==> src/rtl/conv_line_buffer.sv <==
// Line buffer that turns a raster pixel stream into three row-aligned streams
// (rows r-2, r-1, r) for a downstream 3x3 convolution stage.
//
// Ports:
//   i_clk, i_rst_n              clock, async active-low reset
//   i_start                     begin a new frame (sampled in IDLE only)
//   i_pix_data/i_pix_valid      raster-order input pixel
//   o_pix_ready                 input pixel accepted when valid & ready
//   o_row1/2/3_data, o_col      one column of rows r-2, r-1, r
//   o_valid/i_ready             output beat handshake
//   o_frame_done                1-cycle pulse after the last beat
module conv_line_buffer #(
  parameter int BIT_DEPTH  = 8,
  parameter int IMG_WIDTH  = 28,
  parameter int IMG_HEIGHT = 28
) (
  input  logic                         i_clk,
  input  logic                         i_rst_n,
  input  logic                         i_start,
  input  logic [BIT_DEPTH-1:0]         i_pix_data,
  input  logic                         i_pix_valid,
  output logic                         o_pix_ready,
  output logic [BIT_DEPTH-1:0]         o_row1_data,
  output logic [BIT_DEPTH-1:0]         o_row2_data,
  output logic [BIT_DEPTH-1:0]         o_row3_data,
  output logic [$clog2(IMG_WIDTH)-1:0] o_col,
  output logic                         o_valid,
  input  logic                         i_ready,
  output logic                         o_frame_done
);

  localparam int CW = $clog2(IMG_WIDTH);
  localparam int RW = $clog2(IMG_HEIGHT);

  typedef enum logic [1:0] {
    IDLE,
    FILL,
    STREAM,
    DONE
  } state_t;

  state_t state;
  state_t state_nxt;

  logic [CW-1:0] col;
  logic [RW-1:0] row;
  logic          last_taken;
  logic          col_last;
  logic          row_last;
  logic          accept;
  logic          out_free;
  logic          new_frame;

  // lineA holds row r-2, lineB holds row r-1
  logic [BIT_DEPTH-1:0] line_a [IMG_WIDTH];
  logic [BIT_DEPTH-1:0] line_b [IMG_WIDTH];
  logic [BIT_DEPTH-1:0] rd_a;
  logic [BIT_DEPTH-1:0] rd_b;

  assign col_last  = (col == CW'(IMG_WIDTH - 1));
  assign row_last  = (row == RW'(IMG_HEIGHT - 1));
  assign out_free  = ~o_valid | i_ready;
  assign new_frame = (state == IDLE) & i_start;

  // Once the final pixel is in, stop accepting until the frame drains.
  assign o_pix_ready = (state == FILL)
                     | ((state == STREAM) & out_free & ~last_taken);

  assign accept = i_pix_valid & o_pix_ready;

  // Combinational reads see the pre-edge contents: read-before-write.
  assign rd_a = line_a[col];
  assign rd_b = line_b[col];

  always_comb begin
    state_nxt    = state;
    o_frame_done = 1'b0;
    unique case (state)
      IDLE: begin
        if (i_start) state_nxt = FILL;
      end
      FILL: begin
        if (accept & col_last & (row == RW'(1)))
          state_nxt = STREAM;
      end
      STREAM: begin
        if (last_taken & o_valid & i_ready)
          state_nxt = DONE;
      end
      DONE: begin
        o_frame_done = 1'b1;
        state_nxt    = IDLE;
      end
      default: state_nxt = IDLE;
    endcase
  end

  always_ff @(posedge i_clk or negedge i_rst_n) begin
    if (!i_rst_n) begin
      state <= IDLE;
    end else begin
      state <= state_nxt;
    end
  end

  always_ff @(posedge i_clk or negedge i_rst_n) begin
    if (!i_rst_n) begin
      col        <= '0;
      row        <= '0;
      last_taken <= 1'b0;
    end else if (new_frame) begin
      col        <= '0;
      row        <= '0;
      last_taken <= 1'b0;
    end else if (accept) begin
      if (col_last) begin
        col <= '0;
        row <= row_last ? '0 : row + RW'(1);
      end else begin
        col <= col + CW'(1);
      end
      if ((state == STREAM) & col_last & row_last)
        last_taken <= 1'b1;
    end
  end

  always_ff @(posedge i_clk) begin
    if (accept) begin
      line_a[col] <= rd_b;
      line_b[col] <= i_pix_data;
    end
  end

  // A new beat may load in the same cycle the old one leaves; o_valid
  // only drops when the beat leaves with nothing behind it.
  always_ff @(posedge i_clk or negedge i_rst_n) begin
    if (!i_rst_n) begin
      o_row1_data <= '0;
      o_row2_data <= '0;
      o_row3_data <= '0;
      o_col       <= '0;
      o_valid     <= 1'b0;
    end else if (accept & (state == STREAM)) begin
      o_row1_data <= rd_a;
      o_row2_data <= rd_b;
      o_row3_data <= i_pix_data;
      o_col       <= col;
      o_valid     <= 1'b1;
    end else if (o_valid & i_ready) begin
      o_valid <= 1'b0;
    end
  end

endmodule
==> config.mk <==
export PLATFORM = sky130hd
export DESIGN_NAME = conv_line_buffer
export DESIGN_NICKNAME = d
export VERILOG_FILES = /design/src/rtl/conv_line_buffer.sv
export SDC_FILE = /design/constraint.sdc
export NUM_CORES = 1
export LEC_CHECK = 0
export CAP_MARGIN = 5
export CORE_ASPECT_RATIO = 1.1
export CORE_MARGIN = 4
export CORE_UTILIZATION = 30
export CTS_CLUSTER_DIAMETER = 30
export DETAILED_ROUTE_END_ITERATION = 7
export GPL_TIMING_DRIVEN = 0
export PLACE_DENSITY_LB_ADDON = 0.15
export SLEW_MARGIN = 40
export SYNTH_ARGS = -nofsm -noshare
export SYNTH_HDL_FRONTEND = slang
export SYNTH_SLANG_ARGS = --single-unit
export TNS_END_PERCENT = 10
==> constraint.sdc <==
create_clock -name i_clk -period 3.5 [get_ports i_clk]
set_clock_uncertainty 0.1 [all_clocks]
set_input_delay 0.7 -clock i_clk [delete_from_list [all_inputs] [get_ports i_clk]]
set_output_delay 0.7 -clock i_clk [all_outputs]
set_load 0.01 [all_outputs]
==> results of run 1 <==
==> synthesized netlist by cell type, drive strengths merged <==
library cell / count
nand3: 20
nor4: 1
nor2b: 5
mux2: 24
nor4b: 1
a32oi: 3
dfrtp: 43
nand2b: 5
a31oi: 6
mux4: 52
nand3b: 5
a211oi: 8
xnor2: 2
a21oi: 8
a221oi: 3
a22oi: 26
o32a: 1
o2111ai: 1
a311oi: 2
and3: 2
a41oi: 6
o32ai: 1
clkbuf: 11
or4b: 3
nor2: 47
o221ai: 1
ha: 10
a31o: 3
and4b: 1
buf: 43
o21ai: 5
and2: 5
nor3: 7
edfxtp: 448
inv: 12
nand2: 18
or4: 1
o22ai: 42
o211ai: 1
or2: 1
mux2i: 124
nand4: 1
or4bb: 2
a211o: 5
==> power breakdown <==
part,leakage [nW],total (mW),internal (mW),switching (mW)
combinational,2.12,5.02,1.89,3.12
clock,1.82,10.4,7.08,3.34
sequential,4.57,7.66,7.50,0.161
==> metal layers <==
layer | up-vias | GRT usage [%] | part of all wire [%] | wire length [um]
met5 | - | 0 | 0 | 0
met4 | 0 | 5.40 | 2.3 | 1270
met3 | 79 | 3.29 | 5.1 | 2830
met2 | 324 | 26.9 | 49 | 27100
met1 | 5537 | 20.8 | 43 | 24000
li1 | 4573 | - | - | -
==> final timing paths <==
kind / to / slack, ps
hold / removal: o_row2_data[2]$_DFFE_PN0P_ / 380
setup / recovery: line_a[23][1]$_DFFE_PP_ / 100
hold reg to reg: o_row2_data[3]$_DFFE_PN0P_ / 400
min in group i_clk: o_row2_data[3]$_DFFE_PN0P_ / 400
setup reg to reg: line_a[23][1]$_DFFE_PP_ / 100
max in group asynchronous: col[4]$_DFFE_PN0P_ / 2460
==> cells by family after synthesis <==
| logic type | after synthesis | synth area share [%] |
|---|---|---|
| flip-flops | 491 | 75.5 |
| AO/OA/AOI/OAI | 122 | 4.50 |
| buffers and inverters | 66 | 1.89 |
| adder cells (fa/ha/maj) | 10 | 0.650 |
| XOR/XNOR | 2 | 0.0910 |
| multiplexers | 200 | 14.2 |
| AND/OR/NAND/NOR | 125 | 3.24 |
==> final cells by class <==
class	instances	share of cell area, %
Timing Repair Buffer	76	4.15
Inverter	12	0.177
Sequential cell	491	57.0
Tap cell	841	4.13
Clock buffer	113	10.5
Buffer	54	1.26
Antenna cell	1	0.00982
Multi-Input combinational cell	460	18.4
Clock inverter	86	4.35
==> metrics by stage <==
step / cell area [um2] / instances / util, % / power, mW
after floorplan: 19300 / 1016 / - / 10.4
after CTS: 25500 / 2132 / 40.0 / 23.3
after global placement: 20700 / 1901 / 32.6 / 12.4
after global routing: 25500 / 2133 / 40.1 / 24.0
after detailed placement: 21600 / 1932 / 34.0 / 12.8
final: 25500 / 2134 / 40.1 / 23.1
==> timing repair <==
action,4_1_cts,5_1_grt
hold endpoints to repair,15,0
buffers inserted,0,0
endpoints found under the setup margin,28,1
hold buffers,1,0
cloned,0,1
gates resized for setup,3,2
pin swaps,0,1
==> state kept, by name, summed over array words and instances, names as in the netlist <==
register and cells:
o_row2_data 8, o_row3_data 8, row 5, last_taken 1
col 5, o_col 5, o_valid 1, line_a 224
o_row1_data 8, line_b 224, state 2
==> reports/results.txt, run 1 <==
Status = complete, no violations
Synthesized area = 0.0193 mm2
Initial DRC count = 773
Layout cells sized above 1 = 29.6%
RSZ-0062 raised after global routing = no
Area leader, netlist = edfxtp_1
Final hold violation count = 0
Worst Hold Class = in -> async
DIE AREA = 0.0683 mm2
Crit-path max FO = 16
Syn_nets = 1039
Starting Density = 30.3%
DP Worst Slack = -165 ps
DRT Pass-1 Iters = 5
Htree depth = 3
Synth top area cells = edfxtp_1 70%, mux2i_1 6.4%, dfrtp_1 5.6%
Row Count = 97
Antenna-violating nets left = 0
Root Buffer = clkbuf_16
Worst Tran Pin Value = 836 ps
Fmax = 294 MHz
I/O Buffers = 44
Commonest non-fill, non-tap cell in the layout = edfxtp_1
Worst EP required = 3760 ps
Number of buffers and inverters on the critical path = 4
Seq cells post-synth = 491
First-pass GRT wire length = 79000 um
Synth cell types = 52
Vias per cell = 4.93
Final wirelength = 55200 um
CTS tree = done
Setup TNS = 0 ps
Fillers = 5732
Sequential share of the synthesized area = 75.5%
Crit path depth = 8
# clock sinks = 491
Max rail drop VDD = 547 uV
Static Leak = 8.51 nW
Synth warn = 0
Final worst slack = 97.7 ps
Gpl congestion = 0.782
Clk Latency, worst-skew pair = 650 ps
GRT Overall Usage = 16.0%
CP Launch Type = flip-flop
Max clock buf depth = 3
Crit path capture type = flip-flop
Critical path origin = col[0]$_DFFE_PN0P_
Final min period = 3400 ps
Synth top area share = 69.9%
TritonCTS Buffers = 105
Final net count = 1223
Most frequent cells in the layout = 448 x edfxtp_1, 124 x mux2i_1, 105 x clkbuf_16
Area occupied by multi-input gates = 0.00468 mm2
Die Width = 250 um
Sequential Area = 0.0145 mm2
Post-synthesis area per instance = 19.0 um2
Vias in the first global route = 11000
DRC violation count after routing = 0
Largest net degree at the start of global routing = 30
Worst Hold Margin = 379 ps
Worst path cell trace = buf_6 > buf_6 > nand3_1 > buf_2 > o22ai_1 > a211oi_1 > nand3_2 > buf_16
DP Wirelength = 35700 um
P per Cell Area = 907 mW/mm2
Slowest CP cell = nand3_2
Initial antenna violation count = 2
GRT overflow = 0
Synth Instances = 1016
Area Growth Syn to Fin = 32.3%
Most frequent cell on the critical path = buf_6
Worst slew margin = 44.2%
Final period util = 97.2%
Top delay family on crit path = buffers and inverters
Worst r2r src = col[0]$_DFFE_PN0P_
Slew Viols, Final = 0
Maxcap violations = 0
Vias = 10500
Path depth of the worst reg2reg path = 8
Routed len/inst = 25.9 um
Core area = 0.0636 mm2
Worst-path clk slew = 60 ps
Worst Path Arrival = 3660 ps
Die height = 274 um
Final setup violation count = 0
Io pins = 45
Setup CP Type = reg -> reg
Max incr delay on CP = 520 ps
Power figures use the tool's default switching activity.
==> run 2, diff against run 1 <==
--- a/config.mk
+++ b/config.mk
@@ -12,7 +12,8 @@
 export CTS_CLUSTER_DIAMETER = 30
 export DETAILED_ROUTE_END_ITERATION = 7
 export GPL_TIMING_DRIVEN = 0
-export PLACE_DENSITY_LB_ADDON = 0.15
+export MAX_ROUTING_LAYER = met4
+export PLACE_DENSITY = 0.44
 export SLEW_MARGIN = 40
 export SYNTH_ARGS = -nofsm -noshare
 export SYNTH_HDL_FRONTEND = slang
==> reports/results.txt, run 2 (synthesis results as in run 1) <==
Vias = 10600 (was 10500)
Core area = 0.0636 mm2 (unchanged)
Initial DRC count = 950 (was 773)
Final min period = 3350 ps (was 3400 ps)
Total power = 22.4 mW (was 23.1 mW)
Fmax = 298 MHz (was 294 MHz)
Post-CTS setup buffers = 0 (unchanged)
Biggest regs = line_a: 224 flops, line_b: 224 flops (unchanged)
Most frequent cells in the layout = 448 x edfxtp_1, 124 x mux2i_1, 106 x clkbuf_16 (was 448 x edfxtp_1, 124 x mux2i_1, 105 x clkbuf_16)
Worst Hold Margin = 334 ps (was 379 ps)
Slew Viols, Final = 0 (unchanged)
Commonest non-fill, non-tap cell in the layout = edfxtp_1 (unchanged)
GRT overflow = 0 (unchanged)
Die Width = 250 um (unchanged)
Setup CP Type = reg -> reg (unchanged)
I/O Buffers = 44 (unchanged)
Path depth of the worst reg2reg path = 9 (was 8)
Starting Density = 30.3% (unchanged)
Die height = 274 um (unchanged)
DP Worst Slack = -304 ps (was -165 ps)
DP Wirelength = 35800 um (was 35700 um)
First-pass GRT wire length = 78600 um (was 79000 um)
Max rail drop VDD = 442 uV (was 547 uV)
Crit-path max FO = 17 (was 16)
Worst EP required = 3920 ps (was 3760 ps)
FF-to-FF End = o_row2_data[3]$_DFFE_PN0P_ (was line_a[23][1]$_DFFE_PP_)
DRT Pass-1 Iters = 5 (unchanged)
Final hold violation count = 0 (unchanged)
Max clock buf depth = 3 (unchanged)
Gpl congestion = 0.783 (was 0.782)
Area Growth Syn to Fin = 30.8% (was 32.3%)
GRT Overall Usage = 16.4% (was 16.0%)
Maxcap violations = 0 (unchanged)
Vias in the first global route = 10700 (was 11000)
Worst Path Arrival = 3770 ps (was 3660 ps)
Worst Hold Class = in -> async (unchanged)
DIE AREA = 0.0683 mm2 (unchanged)
Status = complete, no violations (unchanged)
Worst Tran Pin Value = 913 ps (was 836 ps)
R2R Setup Slk = 150 ps (was 100 ps)
Htree depth = 3 (unchanged)
Non-Filler Instances = 2132 (was 2134)
Antenna-violating nets left = 0 (unchanged)
Routed len/inst = 26.0 um (was 25.9 um)
Initial antenna violation count = 3 (was 2)
Final net count = 1221 (was 1223)
Root Buffer = clkbuf_16 (unchanged)
Final wirelength = 55500 um (was 55200 um)
Worst r2r src = col[0]$_DFFE_PN0P_ (unchanged)
Worst slew margin = 39.2% (was 44.2%)
Worst-path clk slew = 50 ps (was 60 ps)
P per Cell Area = 889 mW/mm2 (was 907 mW/mm2)
Layout cells sized above 1 = 27.5% (was 29.6%)
RSZ-0062 raised after global routing = no (unchanged)
DRC violation count after routing = 0 (unchanged)
Vias per cell = 4.98 (was 4.93)
Static Leak = 8.38 nW (was 8.51 nW)
Final worst slack = 150 ps (was 97.7 ps)
Io pins = 45 (unchanged)
Row Count = 97 (unchanged)
Crit path capture type = flip-flop (unchanged)
Final period util = 95.7% (was 97.2%)
CP Launch Type = flip-flop (unchanged)
# clock sinks = 491 (unchanged)
CTS tree = done (unchanged)
TritonCTS Buffers = 104 (was 105)
Largest net degree at the start of global routing = 37 (was 30)
Clk Latency, worst-skew pair = 630 ps (was 650 ps)
Placed instance count = 1931 (was 1932)
Final setup violation count = 0 (unchanged)
run 2: changes by cell type in the layout (fill, tap and decap cells not counted), sizes merged:
| cell | change |
|---|---|
| clkinvlp | -7 |
| bufinv | -5 |
| clkinv | +4 |
| diode | +1 |
| clkbuf | +15 |
| inv | -10 |
run 2: final cells by class:
class | count | area (um2)
fill | 5778 | 38400
sequential | 491 | 14500
multi-input combinational | 460 | 4690
clock buffer | 129 | 2760
tap | 841 | 1050
timing repair buffer | 75 | 1000
clock inverter | 68 | 788
buffer | 54 | 320
inverter | 12 | 45.0
antenna | 2 | 5.00
run 2: repair_timing:
item                                    4_1_cts  5_1_grt
gates cloned                                  0        1
resized for setup                             4        4
endpoints found under the setup margin       88        3
pin swaps                                     0        1
endpoints found under the hold margin        33        0
hold buffers                                  1        0
run 2: power breakdown:
group          internal [mW]  switching [mW]  leakage (nW)
Sequential              7.51           0.155          4.57
Clock                   6.66            3.11          1.71
Combinational           1.82            3.12          2.10
run 2: how the worst max path moves through the flow:
| stage | startpoint | endpoint | slack (ps) | cells past startpoint |
|---|---|---|---|---|
| after global placement | i_ready | line_b[21][7]$_DFFE_PP_ | -1330 | 7 |
| after global routing | col[0]$_DFFE_PN0P_ | o_row2_data[4]$_DFFE_PN0P_ | 8 | 8 |
| after floorplan | i_ready | line_a[0][0]$_DFFE_PP_ | 750 | 6 |
| after CTS | col[0]$_DFFE_PN0P_ | o_row2_data[0]$_DFFE_PN0P_ | 20 | 8 |
| final | col[0]$_DFFE_PN0P_ | o_row2_data[3]$_DFFE_PN0P_ | 150 | 9 |
| after detailed placement | col[0]$_DFFE_PN0P_ | o_row2_data[0]$_DFFE_PN0P_ | -300 | 8 |
run 2: worst max-delay path: stages, from the launching register on:
cell and delay, ps:
dfrtp_1 460, buf_6 200, buf_6 180, nand3_1 280, buf_2 380, o22ai_1 110
a211oi_1 430, nand3_2 480, buf_16 320, mux2_2 270
run 2: per-layer routing:
layer | part of all wire, % | vias up | wire, um | GRT usage [%]
met5 | 0 | - | 0 | -
met4 | 3.2 | 0 | 1780 | 6.49
met3 | 5.3 | 109 | 2920 | 3.34
met2 | 48 | 325 | 26600 | 25.8
met1 | 44 | 5607 | 24200 | 21.0
li1 | - | 4575 | - | -
run 2: through the flow:
| stage | utilization [%] | instance area [um2] | TNS [ps] |
|---|---|---|---|
| finish | 39.6 | 25200 | 0 |
| global route | 39.6 | 25200 | 0 |
| CTS | 39.5 | 25100 | 0 |
| detailed placement | 33.9 | 21600 | -39820 |
| global placement | 32.6 | 20700 | -500400 |
| floorplan | - | 19300 | 0 |
